**src/rtl/alu_div_sequencer_if.sv**
```systemverilog
`default_nettype none
// ============================================================================
//  Module   : alu_div_sequencer_if
//  Brief    : Request/result and ALU operand/control bundle for the divider.
//  Revision : 1.0
// ============================================================================
interface alu_div_sequencer_if #(
    parameter int DATA_W = 32
);
    logic              start_i;
    logic [DATA_W-1:0] dividend_i;
    logic [DATA_W-1:0] divisor_i;
    logic              busy_o;
    logic              done_o;
    logic              dz_o;
    logic [DATA_W-1:0] quotient_o;
    logic [DATA_W-1:0] remainder_o;
    logic [DATA_W-1:0] alu_src1_o;
    logic [DATA_W-1:0] alu_src2_o;
    logic [3:0]        alu_ctrl_o;
    logic [DATA_W-1:0] alu_result_i;
    logic              alu_zero_i;
    logic              alu_cout_i;

    // Environment side: issues requests and hosts the combinational ALU.
    modport master (
        output start_i, dividend_i, divisor_i,
        output alu_result_i, alu_zero_i, alu_cout_i,
        input  busy_o, done_o, dz_o, quotient_o, remainder_o,
        input  alu_src1_o, alu_src2_o, alu_ctrl_o
    );

    // Divider side.
    modport slave (
        input  start_i, dividend_i, divisor_i,
        input  alu_result_i, alu_zero_i, alu_cout_i,
        output busy_o, done_o, dz_o, quotient_o, remainder_o,
        output alu_src1_o, alu_src2_o, alu_ctrl_o
    );
endinterface
`default_nettype wire

```
**src/rtl/alu_div_sequencer.sv**
```systemverilog
`default_nettype none
// ============================================================================
//  Module   : alu_div_sequencer
//  Brief    : 32-bit unsigned restoring divider driving an external ALU.
//  Revision : 1.0
// ============================================================================
module alu_div_sequencer #(
    parameter int                DATA_W  = 32,
    parameter logic [DATA_W-1:0] DZ_QUOT = '1
) (
    input  wire logic         clk_i,
    input  wire logic         rst_n,
    alu_div_sequencer_if.slave bus
);
    localparam logic [3:0] C_ALU_AND = 4'b0000;
    localparam logic [3:0] C_ALU_OR  = 4'b0001;
    localparam logic [3:0] C_ALU_SUB = 4'b0110;
    localparam logic [4:0] C_LAST    = 5'(DATA_W - 1);

    typedef enum logic [1:0] {
        S_IDLE  = 2'd0,
        S_CHECK = 2'd1,
        S_ITER  = 2'd2,
        S_DONE  = 2'd3
    } state_t;

    state_t            state_q, state_d;
    logic [DATA_W-1:0] d_q, d_d;
    logic [DATA_W-1:0] q_q, q_d;
    logic [DATA_W-1:0] r_q, r_d;
    logic [4:0]        cnt_q, cnt_d;
    logic [DATA_W-1:0] quot_q, quot_d;
    logic [DATA_W-1:0] rem_q, rem_d;
    logic              dz_q, dz_d;

    logic [DATA_W-1:0] shift_w;
    logic [DATA_W-1:0] src1_w;
    logic [DATA_W-1:0] src2_w;
    logic [3:0]        ctrl_w;

    always_ff @(posedge clk_i or negedge rst_n) begin
        if (!rst_n) begin
            state_q <= S_IDLE;
            d_q     <= '0;
            q_q     <= '0;
            r_q     <= '0;
            cnt_q   <= '0;
            quot_q  <= '0;
            rem_q   <= '0;
            dz_q    <= 1'b0;
        end else begin
            state_q <= state_d;
            d_q     <= d_d;
            q_q     <= q_d;
            r_q     <= r_d;
            cnt_q   <= cnt_d;
            quot_q  <= quot_d;
            rem_q   <= rem_d;
            dz_q    <= dz_d;
        end
    end

    always_comb begin
        state_d = state_q;
        d_d     = d_q;
        q_d     = q_q;
        r_d     = r_q;
        cnt_d   = cnt_q;
        quot_d  = quot_q;
        rem_d   = rem_q;
        dz_d    = dz_q;
        src1_w  = '0;
        src2_w  = '0;
        ctrl_w  = C_ALU_AND;
        shift_w = {r_q[DATA_W-2:0], q_q[DATA_W-1]};

        case (state_q)
            S_IDLE, S_DONE: begin
                state_d = S_IDLE;
                if (bus.start_i) begin
                    state_d = S_CHECK;
                    d_d     = bus.divisor_i;
                    q_d     = bus.dividend_i;
                    r_d     = '0;
                    dz_d    = 1'b0;
                end
            end
            S_CHECK: begin
                // OR with zero lets the ALU zero flag flag a zero divisor.
                ctrl_w = C_ALU_OR;
                src1_w = d_q;
                if (bus.alu_zero_i) begin
                    state_d = S_DONE;
                    quot_d  = DZ_QUOT;
                    rem_d   = q_q;
                    dz_d    = 1'b1;
                end else begin
                    state_d = S_ITER;
                    cnt_d   = '0;
                end
            end
            S_ITER: begin
                ctrl_w = C_ALU_SUB;
                src1_w = shift_w;
                src2_w = d_q;
                // r_q[MSB] stands in for the 33rd bit of the shifted remainder.
                if (r_q[DATA_W-1] | bus.alu_cout_i) begin
                    r_d = bus.alu_result_i;
                    q_d = {q_q[DATA_W-2:0], 1'b1};
                end else begin
                    r_d = shift_w;
                    q_d = {q_q[DATA_W-2:0], 1'b0};
                end
                if (cnt_q == C_LAST) begin
                    state_d = S_DONE;
                    quot_d  = q_d;
                    rem_d   = r_d;
                end else begin
                    cnt_d = cnt_q + 5'd1;
                end
            end
            default: state_d = S_IDLE;
        endcase
    end

    assign bus.busy_o      = (state_q == S_CHECK) || (state_q == S_ITER);
    assign bus.done_o      = (state_q == S_DONE);
    assign bus.dz_o        = dz_q;
    assign bus.quotient_o  = quot_q;
    assign bus.remainder_o = rem_q;
    assign bus.alu_src1_o  = src1_w;
    assign bus.alu_src2_o  = src2_w;
    assign bus.alu_ctrl_o  = ctrl_w;
endmodule
`default_nettype wire

```
**src/flat_wrapper.sv**
```systemverilog
// flat-port wrapper written by rule: the top's interface ports become plain ports
module alu_div_sequencer_flat 
#(
    parameter int                DATA_W  = 32,
    parameter logic [DATA_W-1:0] DZ_QUOT = '1
)
  (clk_i, rst_n, bus_start_i, bus_dividend_i, bus_divisor_i, bus_alu_result_i, bus_alu_zero_i, bus_alu_cout_i, bus_busy_o, bus_done_o, bus_dz_o, bus_quotient_o, bus_remainder_o, bus_alu_src1_o, bus_alu_src2_o, bus_alu_ctrl_o);
  alu_div_sequencer_if #(.DATA_W(DATA_W)) bus_i ();
  input  wire logic clk_i;
  input  wire logic rst_n;
  input wire logic [$bits(bus_i.start_i)-1:0] bus_start_i;
  input wire logic [$bits(bus_i.dividend_i)-1:0] bus_dividend_i;
  input wire logic [$bits(bus_i.divisor_i)-1:0] bus_divisor_i;
  input wire logic [$bits(bus_i.alu_result_i)-1:0] bus_alu_result_i;
  input wire logic [$bits(bus_i.alu_zero_i)-1:0] bus_alu_zero_i;
  input wire logic [$bits(bus_i.alu_cout_i)-1:0] bus_alu_cout_i;
  output wire logic [$bits(bus_i.busy_o)-1:0] bus_busy_o;
  output wire logic [$bits(bus_i.done_o)-1:0] bus_done_o;
  output wire logic [$bits(bus_i.dz_o)-1:0] bus_dz_o;
  output wire logic [$bits(bus_i.quotient_o)-1:0] bus_quotient_o;
  output wire logic [$bits(bus_i.remainder_o)-1:0] bus_remainder_o;
  output wire logic [$bits(bus_i.alu_src1_o)-1:0] bus_alu_src1_o;
  output wire logic [$bits(bus_i.alu_src2_o)-1:0] bus_alu_src2_o;
  output wire logic [$bits(bus_i.alu_ctrl_o)-1:0] bus_alu_ctrl_o;
  assign bus_i.start_i = bus_start_i;
  assign bus_i.dividend_i = bus_dividend_i;
  assign bus_i.divisor_i = bus_divisor_i;
  assign bus_i.alu_result_i = bus_alu_result_i;
  assign bus_i.alu_zero_i = bus_alu_zero_i;
  assign bus_i.alu_cout_i = bus_alu_cout_i;
  assign bus_busy_o = bus_i.busy_o;
  assign bus_done_o = bus_i.done_o;
  assign bus_dz_o = bus_i.dz_o;
  assign bus_quotient_o = bus_i.quotient_o;
  assign bus_remainder_o = bus_i.remainder_o;
  assign bus_alu_src1_o = bus_i.alu_src1_o;
  assign bus_alu_src2_o = bus_i.alu_src2_o;
  assign bus_alu_ctrl_o = bus_i.alu_ctrl_o;
  alu_div_sequencer #(.DATA_W(DATA_W), .DZ_QUOT(DZ_QUOT)) u_core (.clk_i(clk_i), .rst_n(rst_n), .bus(bus_i));
endmodule
```
**config.mk**
```make
export PLATFORM = sky130hd
export DESIGN_NAME = alu_div_sequencer_flat
export DESIGN_NICKNAME = d
export VERILOG_FILES = /design/src/rtl/alu_div_sequencer_if.sv /design/src/rtl/alu_div_sequencer.sv /design/src/flat_wrapper.sv
export SDC_FILE = /design/constraint.sdc
export NUM_CORES = 1
export LEC_CHECK = 0
export CAP_MARGIN = 15
export CORE_MARGIN = 4
export CORE_UTILIZATION = 45
export CTS_BUF_LIST = sky130_fd_sc_hd__clkbuf_4 sky130_fd_sc_hd__clkbuf_8
export CTS_CLUSTER_DIAMETER = 50
export DETAILED_ROUTE_END_ITERATION = 12
export PLACE_DENSITY_LB_ADDON = 0.08
export SYNTH_ARGS = -nofsm -noshare
export SYNTH_HDL_FRONTEND = slang
export SYNTH_SLANG_ARGS = --single-unit
```
**constraint.sdc**
```tcl
create_clock -name clk_i -period 6.9 [get_ports clk_i]
set_clock_uncertainty 0.15 [all_clocks]
set_input_delay 1.38 -clock clk_i [delete_from_list [all_inputs] [get_ports clk_i]]
set_output_delay 1.38 -clock clk_i [all_outputs]
set_load 0.01 [all_outputs]
```
---- Yosys cells after proc, flatten, opt, wreduce, memory -nomap -nowiden ----
Index checks and enable logic that the tools add are counted.
storage, ports and cells
  flip-flop bits (word level) ............. 168
  input bits .............................. 101
  output and inout bits ................... 135
cells by class
  eq/ne operators ......................... 9
  reductions and logical operators ........ 11
  muxes and demuxes ....................... 25
  bitwise operators ....................... 1
  add/sub/neg operators ................... 1
operator list
  cell                   number
  $pmux W32 S2           5
  $mux W32               8
  $mux W5                2
  $pmux W5 S2            1
  $reduce_and A3 Y1      3
  $ne A2 B2 Y1 const B   4
  $pmux W2 S3            1
  $pmux W3 S2            1
  $reduce_bool A2 Y1     3
  $add A5 B1 Y5 const B  1
  $eq A5 B5 Y1 const B   1
  $mux W1                5
  $eq A2 B2 Y1 const B   2
  $reduce_and A2 Y1      2
  $eq A2 B1 Y1 const B   1
  $logic_not A2 Y1       1
  $mux W2                1
  $ne A2 B1 Y1 const B   1
  $pmux W1 S2            1
  $reduce_or A2 Y1       1
  $logic_or A1 B1 Y1     1
  $or A1 B1 Y1           1

---- Longest topological paths before layout ----
Gate-level depths: netlist (run 1).
  depth after elaboration ................. 4
  mapped depth ............................ 8

---- Worst setup path before layout (run 1) ----
Ideal clock, no wire load.
  path type ............................... register -> output
  start point ............................. reg u_core.state_q[0]
  end point ............................... out bus_alu_src1_o[0]
  stages on the path, launching flop included .. 8
  buffers on the path ..................... 3
  slack ................................... 3.669 ns
  data arrival time ....................... 1.701 ns
  cell sequence ........................... dfrtp_1 inv_1 ha_1 buf_2 nor2b_1 clkbuf_1 clkbuf_1 a22o_1
on the way
  word-level cells in the longest chain between the ends .. 2
  elaborated cells on any way between the ends .. 3
  classes of those cells .................. 2 x eq/ne; 1 x mux
ends and longest elaborated chain
  item                                                 RTL line                 text
  from (decl)                                          alu_div_sequencer.sv:27  state_t state_q, state_d;
  from (signal assigned)                               alu_div_sequencer.sv:52  state_q <= state_d;
  $eq A2 B2 Y1 / $eq A2 B1 Y1 (equally long branches)  alu_div_sequencer.sv:77  case (state_q)
  $pmux W32 S2 (*)                                     alu_div_sequencer.sv:77
  to (decl)                                            flat_wrapper.sv:22       output wire logic [$bits(bus_i.alu_src1_o)-1:0] bus_alu_src1_o;
Every way passes the cells marked *; elsewhere a longest branch is shown, timed or not.

---- Worst setup path in the final report (run 1) ----
  start point ............................. reg u_core.state_q[0]
  end point ............................... out bus_alu_src1_o[30]
The elaborated chain is that of the path after synthesis.

==> flow_summary.json, run 1 <==
{
  "relSlewSlack_pct": 21.3,
  "cts_hold_buf": 0,
  "grt_pass1_wl_mm": 35.8,
  "drt-wirelength-per-cell_um": 19.8,
  "clock_latency_ns": 0.45,
  "tightest_slew_ns": 1.17,
  "htree_levels": 4,
  "first_pass_iters": 4,
  "die_x_um": 144,
  "multi_input_area_um2": 3710,
  "synth-edff-count": 0,
  "irDropWorstVdd_uv": 313,
  "leakagePower_nw": 4.36,
  "clockRootBuffer": "clkbuf_8",
  "syn-cell-area_um2": 8290,
  "n_antenna_cell": 0,
  "dp_hpwl_mm": 16.7,
  "slowest_delay_ns": 0.53,
  "slew_viol_final": 0,
  "grt_overflow_total": 0,
  "drtAntennaViolNets": 0,
  "slowest_stage": "clkdlybuf4s50_1",
  "cts_tree": "yes",
  "grtUsageTotal_pct": 22.4,
  "gp_congestion": 0.819,
  "critPathArrivalTime_ns": 3.21,
  "via_count": 6570,
  "power-per-cell-area_nw_per_um2": 496,
  "synth_warnings": 0,
  "final_nets": 1044,
  "synth_nets": 854,
  "hold_violations": 0,
  "worstSetupPathType": "reg -> out",
  "drtIter0Drc": 369,
  "grt_pass1_vias": 6601,
  "dp_cells": 1148,
  "use_met1_pct": 28.0,
  "ios": 236,
  "async_reset_ff_share_pct": 100,
  "stdcell_count": 1180,
  "synth.distinct_cells": 41,
  "cts_made_buffers": 17,
  "wirelength_mm": 23.4,
  "grt_util_met3_pct": 4.66,
  "regArea_um2": 4200,
  "crit_path_end_kind": "primary output",
  "max-cap-violations": 0,
  "hold_path_class": "reg -> reg",
  "final_core_util_pct": 61.6,
  "met2_usage_pct": 38.6,
  "start_util_pct": 46.0,
  "clk_pin_slew_ns": 0.09,
  "area_growth_pct": 34.0,
  "post-cts-setup-buffers": 0,
  "worst-path-max-fanout": 36,
  "antenna_found_initial": 1,
  "syn_avg_cell_area_um2": 11.1,
  "layout-drive-gt1-share_pct": 14.2,
  "postSynthCellCount": 748,
  "grt.busiest_layer": "met2",
  "synth_top_area_cell": "dfrtp_1",
  "cts.path.max_buffers": 2,
  "synthTopCellsByArea": "dfrtp_1 51%, mux2_2 9.9%, o21ai_0 4.5%",
  "detail_route.vias_per_cell": 5.57,
  "setup-violations-final": 0,
  "cts_sinks": 168,
  "num_rows": 49,
  "cp.required_ns": 5.37,
  "fillers": 1509,
  "crit_chain": "inv_1 -> ha_4 -> inv_1 -> nor2_2 -> buf_4 -> a22o_1 -> clkdlybuf4s50_1",
  "synth.most_common_cell": "dfrtp_1",
  "ys.flop_type": "dfrtp_1",
  "crit_path_frequent_cell": "inv_1",
  "fin_crit_sh_pct": 68.7,
  "seq_area_frac_synth_pct": 50.7,
  "fmax_mhz": 211,
  "die_h_um": 144,
  "status": "finished clean",
  "yosys_register_bits": 168,
  "core_area_um2": 18000,
  "grt_setup_unrepaired": "false",
  "cts_resized": 0,
  "route.detailed.drc": 0,
  "finalCriticalPeriod_ns": 4.74,
  "grt_start_max_net_pins": 103,
  "cp-start-kind": "flip-flop",
  "ys_top_cells_by_count": "168 x dfrtp_1, 79 x nand2_1, 74 x o21ai_0",
  "synth_top_area_share_pct": 50.7,
  "setup_tns_ns": 0,
  "finalPower_w": 0.00552,
  "die_area_um2": 20700,
  "portBuffers": 234
}
[layout by cell type (no fill, tap or decap), types with 24 or more instances in the layout]
cell type	Yosys	final
a22o_1	32	32
nand2_1	79	79
dfrtp_1	168	168
nand2b_1	24	24
clkdlybuf4s50_1	0	233
mux2_2	73	73
o21ai_0	74	74
and2_1	33	33
mux2i_1	33	33
[path summary, 6_finish.rpt]
check / startpoint / to / slack [ns] / depth (start not counted)
max in group asynchronous: rst_n / u_core.r_q[10] / 4.28 / 2
hold / removal: u_core.bus.remainder_o[28] / u_core.bus.remainder_o[28] / 0.36 / 1
setup / recovery: u_core.state_q[0] / bus_alu_src1_o[30] / 2.16 / 7
hold reg to reg: u_core.bus.remainder_o[28] / u_core.bus.remainder_o[28] / 0.36 / 1
min in group asynchronous: rst_n / u_core.q_q[25] / 0.89 / 1
setup reg to reg: u_core.cnt_q[0] / u_core.bus.quotient_o[25] / 3.30 / 7
[cell type report]
type                       instances  share of cell area (%)
sequential                       168                    37.8
multi-input combinational        493                    33.4
timing repair buffer             244                    21.8
clock buffer                      23                    2.68
tap                              229                    2.58
clock inverter                     9                    1.26
inverter                          14                   0.473
[flip-flops by register name, summed over array words and instances, names as in the netlist]
signal                  flops
u_core.q_q                 32
u_core.r_q                 32
u_core.d_q                 32
u_core.bus.dz_o             1
u_core.bus.remainder_o     32
u_core.bus.quotient_o      32
u_core.state_q              2
u_core.cnt_q                5
[stage by stage]
stage                     hold slack, ns  cell area (um2)  setup WS [ns]
after floorplan                    0.311             8290           3.67
after global placement             0.326            10700           2.65
after detailed placement           0.340            10700           2.51
after CTS                          0.355            11100           2.13
after global routing               0.366            11100           1.88
final                              0.360            11100           2.16
[metal layers]
layer	vias up	wire length, um
li1	3102	-
met1	3230	9540
met2	201	12100
met3	35	1140
met4	2	530
met5	-	13
[logic make-up after synthesis]
group | after synthesis | synth area share (%)
mux | 108 | 14.2
flops | 168 | 50.7
buf+inv | 87 | 4.89
fa+ha+maj | 5 | 0.754
simple gates | 171 | 12.0
other cells | 1 | 0.0452
compound gates | 208 | 17.5
[critical path, delay by kind of cell, from the launching register on]
family,cells,cell delay [ns]
AO/OA/AOI/OAI,1,0.22
adder cells (fa/ha/maj),1,0.39
AND/OR/NAND/NOR,1,0.23
flip-flops,1,0.43
buffers and inverters,4,1.46
[report_power, final]
group / switching, W / total [W] / internal [W]
Clock: 0.000361 / 0.000764 / 0.000402
Combinational: 0.00142 / 0.00290 / 0.00148
Sequential: 0.000401 / 0.00185 / 0.00145
Note: power is estimated with default switching activity, not from simulation.
==> run 2, diff against run 1 <==
Clock period 6.9 ns to 4.1 ns, I/O delays scaled along.
==> flow_summary.json, run 2 (synthesis gave the netlist of run 1 again) <==
{
  "clockRootBuffer": "clkbuf_8",
  "cts_hold_buf": 0,
  "final_common_cell": "clkdlybuf4s50_1",
  "dp_hpwl_mm": 16.8,
  "core_area_um2": 18000,
  "cts_tree": "yes",
  "post-cts-setup-buffers": 0,
  "grtUsageTotal_pct": 23.0,
  "die_h_um": 144,
  "grt_start_max_net_pins": 179,
  "drtIter0Drc": 476,
  "fin_area_um2": 11200,
  "worstSetupPathType": "reg -> out",
  "cp.required_ns": 3.13,
  "worst-path-max-fanout": 32,
  "finalPower_w": 0.00939,
  "cts_made_buffers": 17,
  "grt_setup_unrepaired": "false",
  "layout-drive-gt1-share_pct": 14.6,
  "layout_common_cells": "233 x clkdlybuf4s50_1, 168 x dfrtp_1, 79 x nand2_1, 74 x o21ai_0, 73 x mux2_2",
  "multi_input_area_um2": 3710,
  "grt_pass1_wl_mm": 37.3,
  "fin_crit_sh_pct": 88.4,
  "hold_path_class": "in -> async",
  "hold_violations": 0,
  "slew_viol_final": 0,
  "relSlewSlack_pct": 42.8,
  "cts.path.max_buffers": 2,
  "placed_area_um2": 10700,
  "gp_congestion": 0.833,
  "crit_path_end_kind": "primary output",
  "clk_pin_slew_ns": 0.08,
  "via_count": 6642,
  "cts_resized": 0,
  "regArea_um2": 4200,
  "die_x_um": 144,
  "final_nets": 1050,
  "drtAntennaViolNets": 0,
  "setup-violations-final": 0,
  "area_growth_pct": 34.8,
  "fmax_mhz": 276,
  "critPathArrivalTime_ns": 2.66,
  "num_rows": 49,
  "n_antenna_cell": 0,
  "route.detailed.drc": 0,
  "power-per-cell-area_nw_per_um2": 840,
  "first_pass_iters": 5,
  "fillers": 1464,
  "drt-wirelength-per-cell_um": 19.9,
  "antenna_found_initial": 0,
  "setup_tns_ns": 0,
  "status": "finished clean",
  "grt_pass1_vias": 6875,
  "max-cap-violations": 0,
  "portBuffers": 234,
  "wirelength_mm": 23.6,
  "irDropWorstVdd_uv": 557,
  "detail_route.vias_per_cell": 5.61,
  "cts_sinks": 168,
  "ios": 236,
  "htree_levels": 4,
  "grt_overflow_total": 0,
  "cp-start-kind": "flip-flop",
  "clock_latency_ns": 0.46,
  "tightest_slew_ns": 0.857,
  "die_area_um2": 20700,
  "finalCriticalPeriod_ns": 3.63,
  "leakagePower_nw": 4.40,
  "start_util_pct": 46.0
}
==> run 2: cell count changes in the layout (fill, tap and decap cells not counted) <==
| cell | previous run | this run |
|---|---|---|
| buf_12 | 0 | 1 |
| buf_4 | 10 | 15 |
| bufinv_16 | 3 | 5 |
| clkbuf_4 | 3 | 2 |
| clkbuf_8 | 20 | 17 |
| clkinv_2 | 0 | 2 |
| inv_6 | 1 | 0 |
==> run 2: layout make-up <==
| type | instances | share of cell area, % |
|---|---|---|
| Multi-Input combinational cell | 493 | 33.2 |
| Inverter | 14 | 0.470 |
| Clock buffer | 19 | 2.23 |
| Clock inverter | 12 | 1.80 |
| Timing Repair Buffer | 250 | 22.1 |
| Sequential cell | 168 | 37.6 |
| Tap cell | 229 | 2.56 |
==> run 2: where the power goes <==
group | total [W] | switching (W) | internal [W]
clock network | 0.00134 | 0.000609 | 0.000736
registers | 0.00305 | 0.000611 | 0.00244
logic | 0.00500 | 0.00247 | 0.00253
total | 0.00939 | 0.00369 | 0.00571
==> run 2: layer usage <==
layer | part of all wire, % | vias up | GRT usage (%)
li1 | - | 3126 | -
met1 | 39 | 3280 | 28.1
met2 | 53 | 208 | 40.5
met3 | 6.3 | 28 | 6.19
met4 | 1.8 | 0 | 5.80
met5 | 0 | - | 0
==> run 2: final timing paths <==
| check | end | start | slack, ns | cells past startpoint |
|---|---|---|---|---|
| setup / recovery | bus_alu_src1_o[23] | u_core.state_q[0] | 0.47 | 8 |
| hold / removal | u_core.q_q[26] | rst_n | 0.29 | 1 |
| setup reg to reg | u_core.bus.quotient_o[25] | u_core.cnt_q[0] | 1.24 | 8 |
| hold reg to reg | u_core.cnt_q[3] | u_core.cnt_q[3] | 0.36 | 1 |
| max in group asynchronous | u_core.bus.remainder_o[19] | rst_n | 2.49 | 2 |
| min in group clk_i | u_core.cnt_q[3] | u_core.cnt_q[3] | 0.36 | 1 |
==> run 2: metrics by stage <==
step	util [%]	std cells	setup slack (ns)	hold WS, ns
after floorplan	-	748	1.43	0.311
after global placement	59.5	1153	1.01	0.328
after detailed placement	59.5	1154	0.951	0.343
after CTS	62.0	1185	0.447	0.302
after global routing	62.0	1185	0.317	0.339
final	62.0	1185	0.475	0.291
==> run 2: worst max-delay path: stages, from the launching register on <==
cell             delay, ns
dfrtp_1               0.42
inv_1                 0.11
ha_4                  0.16
inv_1                 0.04
buf_4                 0.21
nor2_2                0.15
buf_4                 0.34
a22o_1                0.21
clkdlybuf4s50_1       0.55
==> run 3, diff against run 2 <==
Settings changed: CORE_ASPECT_RATIO set to 0.7.
==> flow_summary.json, run 3 (synthesis gave the netlist of run 1 again) <==
{
  "status": "finished clean",
  "grtUsageTotal_pct": 21.8,
  "drtAntennaViolNets": 0,
  "crit_path_end_kind": "primary output",
  "via_count": 6556,
  "pwr-share-seq_pct": 32.7,
  "crit_cells": 8,
  "setup-violations-final": 0,
  "reg2reg_depth": 6,
  "cts_resized": 0,
  "die_x_um": 170,
  "worst-path-max-fanout": 32,
  "drt-wirelength-per-cell_um": 19.1,
  "grt_overflow_total": 0,
  "slowest_delay_ns": 0.55,
  "tightest_slew_ns": 0.905,
  "worstSetupPathType": "reg -> out",
  "core_area_um2": 18100,
  "detail_route.vias_per_cell": 5.51,
  "die_area_um2": 20700,
  "setup_tns_ns": 0,
  "worst-path-buf-inv": 5,
  "crit_chain": "inv_1 -> ha_4 -> inv_1 -> buf_4 -> nor2_2 -> buf_4 -> a22o_1 -> clkdlybuf4s50_1",
  "power-per-cell-area_nw_per_um2": 832,
  "dr_wl_met3_mm": 1.50,
  "slowest_stage": "clkdlybuf4s50_1",
  "max-cap-violations": 0,
  "clk_pin_slew_ns": 0.09,
  "cts_made_buffers": 17,
  "portBuffers": 234,
  "place_ws_ns": 0.968,
  "num_rows": 41,
  "hold_violations": 0,
  "cts_tree": "yes",
  "clock_latency_ns": 0.45,
  "ios": 236,
  "grt_pass1_wl_mm": 35.7,
  "drtIter0Drc": 480,
  "irDropWorstVdd_uv": 509,
  "slew_viol_final": 0,
  "m1WireLength_mm": 10.1,
  "cp.required_ns": 3.13,
  "power.share.clock_pct": 13.8,
  "p_sw_w": 0.00364,
  "wirelength_mm": 22.7,
  "n_antenna_cell": 0,
  "dp_hpwl_mm": 16.0,
  "cp_top_family": "buffers and inverters",
  "post-route-worst-setup-slack_ns": 0.471,
  "layout_common_cells": "233 x clkdlybuf4s50_1, 168 x dfrtp_1, 79 x nand2_1, 74 x o21ai_0, 73 x mux2_2",
  "grt_setup_unrepaired": "false",
  "clockRootBuffer": "clkbuf_8",
  "grt_start_max_net_pins": 179,
  "start_util_pct": 45.9,
  "wl_met2_mm": 11.0,
  "leakagePower_nw": 4.39,
  "grt_pass1_vias": 6581,
  "route.detailed.drc": 0,
  "htree_levels": 4,
  "cts_hold_buf": 0,
  "fin_crit_sh_pct": 88.5,
  "switching_share_pct": 39.2,
  "hold_path_class": "in -> async",
  "gp_congestion": 0.786,
  "fmax_mhz": 276,
  "dp_cells": 1158,
  "cts_sinks": 168,
  "critPathArrivalTime_ns": 2.66,
  "die_h_um": 122,
  "first_pass_iters": 5,
  "relSlewSlack_pct": 39.4,
  "routed.top_layer": "met4",
  "post-cts-setup-buffers": 0,
  "combPwrFrac_pct": 53.6,
  "final_common_cell": "clkdlybuf4s50_1",
  "antenna_found_initial": 0,
  "area_growth_pct": 34.7,
  "layout-drive-gt1-share_pct": 14.5,
  "final_nets": 1048,
  "finalCriticalPeriod_ns": 3.63,
  "cp-start-kind": "flip-flop",
  "stdcell_count": 1190,
  "cts.path.max_buffers": 2,
  "internal_power_w": 0.00565
}
## run 3: cell count changes in the layout (fill, tap and decap cells not counted)
cell	change
buf_12	+2
inv_6	+1
clkinv_4	-1
buf_4	-5
buf_2	+1
bufinv_16	-1
clkinv_2	+1
## run 3: worst register-to-register path, stage by stage (launching register included)
cell and delay (ns):
dfrtp_1 0.44, inv_1 0.09, ha_1 0.31, nor2b_2 0.80
nor3_4 0.13, buf_12 0.25, mux2_1 0.37
## run 3: stage by stage
step	hold WS [ns]	utilization (%)	area, um2	power (W)
CTS	0.264	61.8	11200	0.00937
global route	0.282	61.9	11200	0.00996
floorplan	0.311	-	8290	0.00613
detailed placement	0.339	59.5	10700	0.00806
finish	0.249	61.9	11200	0.00929
global placement	0.328	59.5	10700	0.00794
## run 3: final cells by class
class,instances,area [um2]
clock buffers,19,249
clock inverters,12,176
fillers,1473,6890
inverters,14,52.6
multi-input cells,493,3710
flip-flops and latches,168,4200
well taps,236,295
repair buffers,248,2480
## run 3: path summary, 6_finish.rpt
check	from	end	slack, ns
max	u_core.state_q[0]	bus_alu_src1_o[20]	0.47
min	rst_n	u_core.bus.quotient_o[8]	0.25
max reg2reg	u_core.state_q[1]	u_core.bus.quotient_o[30]	1.44
min reg2reg	u_core.cnt_q[3]	u_core.cnt_q[3]	0.36
max in group asynchronous	rst_n	u_core.q_q[22]	2.53
min in group clk_i	u_core.cnt_q[3]	u_core.cnt_q[3]	0.36
## run 3: power by group through the flow
stage / Clock, W / Sequential (W) / Combinational [W]
5_1_grt: 0.00139 / 0.00312 / 0.00545
3_5_place_dp: 0 / 0.00306 / 0.00501
6_report: 0.00128 / 0.00303 / 0.00498
2_1_floorplan: 0 / 0.00297 / 0.00316
4_1_cts: 0.00132 / 0.00303 / 0.00502
3_3_place_gp: 0 / 0.00305 / 0.00490
## run 3: metal layers
layer,vias to the layer above,GRT usage [%]
li1,3118,-
met3,11,6.71
met5,-,0
met2,199,35.5
met4,0,4.19
met1,3228,29.2
==> RTL change 1 (config.mk and constraints of run 2) <==
`DATA_W` is set to 32 in 3 places; all go to 64.
--- a/src/rtl/alu_div_sequencer_if.sv
+++ b/src/rtl/alu_div_sequencer_if.sv
@@ -6,5 +6,5 @@
 // ============================================================================
 interface alu_div_sequencer_if #(
-    parameter int DATA_W = 32
+    parameter int DATA_W = 64
 );
     logic              start_i;
--- a/src/rtl/alu_div_sequencer.sv
+++ b/src/rtl/alu_div_sequencer.sv
@@ -6,5 +6,5 @@
 // ============================================================================
 module alu_div_sequencer #(
-    parameter int                DATA_W  = 32,
+    parameter int                DATA_W  = 64,
     parameter logic [DATA_W-1:0] DZ_QUOT = '1
 ) (
--- a/src/flat_wrapper.sv
+++ b/src/flat_wrapper.sv
@@ -2,5 +2,5 @@
 module alu_div_sequencer_flat 
 #(
-    parameter int                DATA_W  = 32,
+    parameter int                DATA_W  = 64,
     parameter logic [DATA_W-1:0] DZ_QUOT = '1
 )
Ports: changed (7 resized); port bits go from 236 to 460. No check against the original RTL was run, so the function may have changed too.
==> RTL change 1 against run 2 <==
- sequential cell count increased by 160
- combinational power is 91% higher
- first-iteration DRC count grew 110%
- wire length grew 130%
- clock power is 130% higher
- die area grew 85%
- design area rose by 94%
- maximum frequency shrank 5.9%
- area after synthesis rose by 91%
- worst setup slack worse by 0.23 ns
- global-route usage increased by 4.0 points
- power rose by 100%
- largest cell class unchanged
==> RTL change 1: results (changes against run 2) <==
set qor(run_status) {complete, no violations} ;# unchanged
set qor(clk_pin_slew_worst_paths_ns) 0.06 ;# was 0.08 ns
set qor(cellPowerDensity_mw_per_mm2) 867 ;# was 840 mW/mm²
set qor(post_synth_inst_count) 1559 ;# was 748
set qor(relSlewSlack_pct) 28.0 ;# was 42.8%
set qor(maximum_number_of_pins_on_one_net_before_global_route_repair) 164 ;# was 179
set qor(detail_route.iter0.violations) 1001 ;# was 476
set qor(cts.htree.levels) 2 ;# was 4
set qor(pre_cts_ws_ns) 0.740 ;# was 0.951 ns
set qor(layout.cells.non_filler) 2447 ;# was 1,185
set qor(placed_cell_area_mm2) 0.0205 ;# was 0.0107 mm²
set qor(clock_distribution_power_w) 0.00314 ;# was 0.00134 W
set qor(final_weighted_congestion_in_routability_driven_placement) 0.847 ;# was 0.833
set qor(cts_bufs_inserted) 57 ;# was 17
set qor(clkLatencyLatePin_ns) 0.58 ;# was 0.46 ns
set qor(hold_buffers_post_cts) 0 ;# unchanged
set qor(antenna_violations_before_repair) 7 ;# was 0
set qor(cp-endpoint) {bus_alu_src1_o[59]} ;# was bus_alu_src1_o[23]
set qor(grt_first_pass_wirelength_mm) 82.5 ;# was 37.3 mm
set qor(post_synth_main_area_contributors) {dfrtp_1, a31oi_1, nand2_1} ;# was dfrtp_1, mux2_2, o21ai_0
set qor(crit_path_max_fanout) 30 ;# was 32
set qor(reg2reg_setup_slack_ns) 0.81 ;# was 1.24 ns
set qor(yosysUniqueCellTypes) 36 ;# was 41
set qor(post_synth_most_frequent_cells) {dfrtp_1, nand2_1, a31oi_1} ;# was dfrtp_1, nand2_1, o21ai_0
set qor(grt_use_total_pct) 27.0 ;# was 23.0%
set qor(fin_nets) 2147 ;# was 1,050
set qor(destination_of_the_worst_register_to_register_timing_path) {u_core.bus.remainder_o[42]} ;# was u_core.bus.quotient_o[25]
set qor(power_report.internal_total_w) 0.0109 ;# was 0.00571 W
set qor(final.setup.worst_slack_ns) 0.249 ;# was 0.475 ns
set qor(layout_cell_share_with_drive_strength_beyond_1_pct) 10.4 ;# was 14.6%
set qor(place_hpwl_mm) 35.9 ;# was 16.8 mm
set qor(clock_path_buffers) 3 ;# was 2
set qor(yosysSeqAreaShare_pct) 51.8 ;# was 50.7%
set qor(irDropWorstVdd_uv) 740 ;# was 557 µV
set qor(synthesis.nets) 1761 ;# was 854
set qor(power_leakage_nw) 9.59 ;# was 4.40 nW
set qor(power.sequential.total_w) 0.00613 ;# was 0.00305 W
set qor(vias) 13807 ;# was 6,642
-- RTL change 1: cell types whose count changed after synthesis, moves of 22 or more --
cell,run 2,this run
a2111oi_0,22,0
a21oi_1,4,133
a22o_1,32,64
a2bb2oi_1,22,0
a31oi_1,22,192
and2_1,33,65
buf_2,21,65
dfrtp_1,168,328
inv_1,14,66
mux2i_1,33,65
nand2_1,79,196
o211a_1,0,64
o21ai_1,5,44
-- RTL change 1: routing by layer --
metal	part of all wire [%]	global-route usage, %	wire (µm)	up-vias
met2	48	44.1	25800	507
li1	-	-	-	6387
met4	3.1	9.21	1660	2
met3	8.4	7.52	4500	95
met5	0.021	0	11	-
met1	40	34.8	21400	6816
-- RTL change 1: cell families (layout without fill, tap and decap cells) --
kind of cell	Yosys count	after routing	share of synthesized area, %
compound gates	591	591	23.9
fa+ha+maj	5	5	0.395
buf+inv	227	655	7.34
flops	328	328	51.8
mux	131	131	8.81
other cells	1	6	0.0237
simple gates	276	276	7.76
-- RTL change 1: area by class of cell --
type / instances / area [µm²]
fill: 2936 / 12900
sequential: 328 / 8210
multi-input combinational: 1004 / 6530
timing repair buffer: 487 / 4950
clock buffer: 93 / 1140
tap: 455 / 569
inverter: 67 / 251
clock inverter: 8 / 65.1
antenna: 5 / 12.5
-- RTL change 1: worst min-delay path by stage --
stage,from,endpoint,slack (ns),depth (start not counted)
after floorplan,u_core.cnt_q[3],u_core.cnt_q[3],0.31,1
after global placement,u_core.cnt_q[3],u_core.cnt_q[3],0.33,1
after detailed placement,u_core.r_q[9],u_core.r_q[9],0.36,2
after CTS,rst_n,u_core.d_q[11],0.11,1
after global routing,rst_n,u_core.d_q[10],0.15,1
final,rst_n,u_core.d_q[11],0.12,1
==> RTL change 2 (settings of run 2) <==
Without the edit above. `q_q` no longer has a reset.
--- a/src/rtl/alu_div_sequencer.sv
+++ b/src/rtl/alu_div_sequencer.sv
@@ -43,5 +43,4 @@
             state_q <= S_IDLE;
             d_q     <= '0;
-            q_q     <= '0;
             r_q     <= '0;
             cnt_q   <= '0;
@@ -52,5 +51,4 @@
             state_q <= state_d;
             d_q     <= d_d;
-            q_q     <= q_d;
             r_q     <= r_d;
             cnt_q   <= cnt_d;
@@ -59,4 +57,8 @@
             dz_q    <= dz_d;
         end
+    end
+
+    always_ff @(posedge clk_i) begin
+        q_q <= q_d;
     end
 
Formal check against the unedited RTL: same outputs for any inputs over 10 cycles, from zero or initial values and one cycle with rst_n low; that may be too few to reach the edited logic, so the function may still have changed.
==> RTL change 2 against run 2 <==
- maximum frequency increased by 1.5%
- sequential cell count unchanged
- via count is 5.3% lower
- worst setup slack improved by 0.052 ns
- count of clock-buffer cells in the layout unchanged
- area after synthesis decreased by 1.6%
- critical path depth is 2 lower
- wire length down 2.7%
- power up 0.18%
- design area is 1.5% lower
- critical endpoint is now bus_alu_src1_o[17]
==> RTL change 2: results (changes against run 2) <==
set qor(run_status) {complete, no violations} ;# unchanged
set qor(relSlewSlack_pct) 44.2 ;# was 42.8%
set qor(reg2reg_setup_slack_ns) 1.24 ;# about the same
set qor(fillers) 1420 ;# was 1,464
set qor(irDropWorstVdd_uv) 591 ;# was 557 µV
set qor(drt_wl_total_mm) 23.0 ;# was 23.6 mm
set qor(synth_enable_flop_cells) 32 ;# was 0
set qor(placed_cell_area_mm2) 0.0106 ;# was 0.0107 mm²
set qor(place_hpwl_mm) 16.4 ;# was 16.8 mm
set qor(antenna_violations_before_repair) 0 ;# unchanged
set qor(destination_of_the_worst_register_to_register_timing_path) {u_core.q_q[16]} ;# was u_core.bus.quotient_o[25]
set qor(ys.flop_type) {dfrtp_1} ;# unchanged
set qor(grt_pass1_vias) 6321 ;# was 6,875
set qor(vias_per_cell) 5.61 ;# about the same
set qor(cts.htree.levels) 4 ;# unchanged
set qor(layout_cell_share_with_drive_strength_beyond_1_pct) 17.4 ;# was 14.6%
set qor(worst_ep_arrival_time_ns) 2.60 ;# was 2.66 ns
set qor(fin_nets) 989 ;# was 1,050
set qor(met1_usage_pct) 33.3 ;# was 28.1%
set qor(use_met2_pct) 33.2 ;# was 40.5%
set qor(post_synth_main_area_contributors) {dfrtp_1, mux2_2, edfxtp_1} ;# was dfrtp_1, mux2_2, o21ai_0
set qor(synthesis.nets) 787 ;# was 854
set qor(post_cts_resized) 0 ;# unchanged
set qor(r2r_start) {u_core.state_q[0]} ;# was u_core.cnt_q[0]
set qor(clock_tree.root_cell) {clkbuf_8} ;# unchanged
set qor(detail_route.iter0.violations) 447 ;# was 476
set qor(grt_first_pass_wirelength_mm) 35.9 ;# was 37.3 mm
set qor(maximum_number_of_pins_on_one_net_before_global_route_repair) 180 ;# was 179
set qor(r2r_cells) 7 ;# was 8
set qor(final_weighted_congestion_in_routability_driven_placement) 0.860 ;# was 0.833
set qor(power_leakage_nw) 4.15 ;# was 4.40 nW
set qor(yosysSeqAreaShare_pct) 53.5 ;# was 50.7%
set qor(use_met3_pct) 4.55 ;# was 6.19%
set qor(yosys_warnings) 0 ;# unchanged
set qor(post_synth_most_frequent_cells) {dfrtp_1, mux2_2, nand2_1} ;# was dfrtp_1, nand2_1, o21ai_0
set qor(grt_use_total_pct) 22.4 ;# was 23.0%
set qor(synth_async_sr_flop_share_pct) 81.0 ;# was 100%
RTL change 2: final cells by class:
| type | count | area (µm²) | area share [%] |
|---|---|---|---|
| repair buffers | 250 | 2480 | 22.5 |
| inverters | 17 | 63.8 | 0.579 |
| well taps | 225 | 282 | 2.56 |
| multi-input cells | 429 | 3440 | 31.3 |
| clock buffers | 19 | 255 | 2.32 |
| flip-flops and latches | 168 | 4360 | 39.6 |
| clock inverters | 13 | 130 | 1.18 |
RTL change 2: logic make-up (layout without fill, tap and decap cells):
logic type	Yosys count	count (layout)	share of synthesized area [%]
multiplexers	110	110	15.1
adder cells (fa/ha/maj)	5	5	0.767
AO/OA/AOI/OAI	176	176	15.8
buffers and inverters	84	299	4.72
flip-flops	168	168	53.5
other	1	1	0.0459
AND/OR/NAND/NOR	137	137	10.1
RTL change 2: worst max-delay path, cell delays in order, from the launching register on:
cell and delay (ns):
dfrtp_1 0.43, inv_1 0.10, ha_1 0.30, nor2b_2 0.19
buf_4 0.34, a22o_1 0.21, clkdlybuf4s50_1 0.55
RTL change 2: power breakdown:
part | internal, W | switching, W | total (W)
combinational | 0.00259 | 0.00240 | 0.00499
sequential | 0.00264 | 0.000607 | 0.00325
clock | 0.000558 | 0.000607 | 0.00117
total | 0.00579 | 0.00362 | 0.00941
RTL change 2: how the worst max path moves through the flow:
stage,start,end,depth (start not counted)
5_1_grt,u_core.state_q[1],bus_alu_src1_o[1],6
3_5_place_dp,u_core.state_q[1],bus_alu_src1_o[25],6
6_report,u_core.state_q[1],bus_alu_src1_o[17],6
2_1_floorplan,u_core.state_q[0],bus_alu_src1_o[0],7
4_1_cts,u_core.state_q[1],bus_alu_src1_o[25],6
3_3_place_gp,u_core.state_q[1],bus_alu_src1_o[25],6
RTL change 2: per-layer routing:
layer / share of wire, % / wire, µm / up-vias
li1: - / - / 2938
met1: 47 / 10800 / 3109
met2: 45 / 10200 / 219
met3: 6.6 / 1520 / 27
met4: 1.9 / 433 / 0
met5: 0 / 0 / -
RTL change 2: per-stage QoR:
| step | worst slack [ns] | hold WS [ns] | std cells |
|---|---|---|---|
| 3_3_place_gp | 1.06 | 0.321 | 1089 |
| 3_5_place_dp | 1.01 | 0.329 | 1089 |
| 4_1_cts | 0.486 | 0.298 | 1121 |
| 5_1_grt | 0.372 | 0.322 | 1121 |
| 2_1_floorplan | 1.45 | 0.311 | 681 |
| 6_report | 0.527 | 0.261 | 1121 |
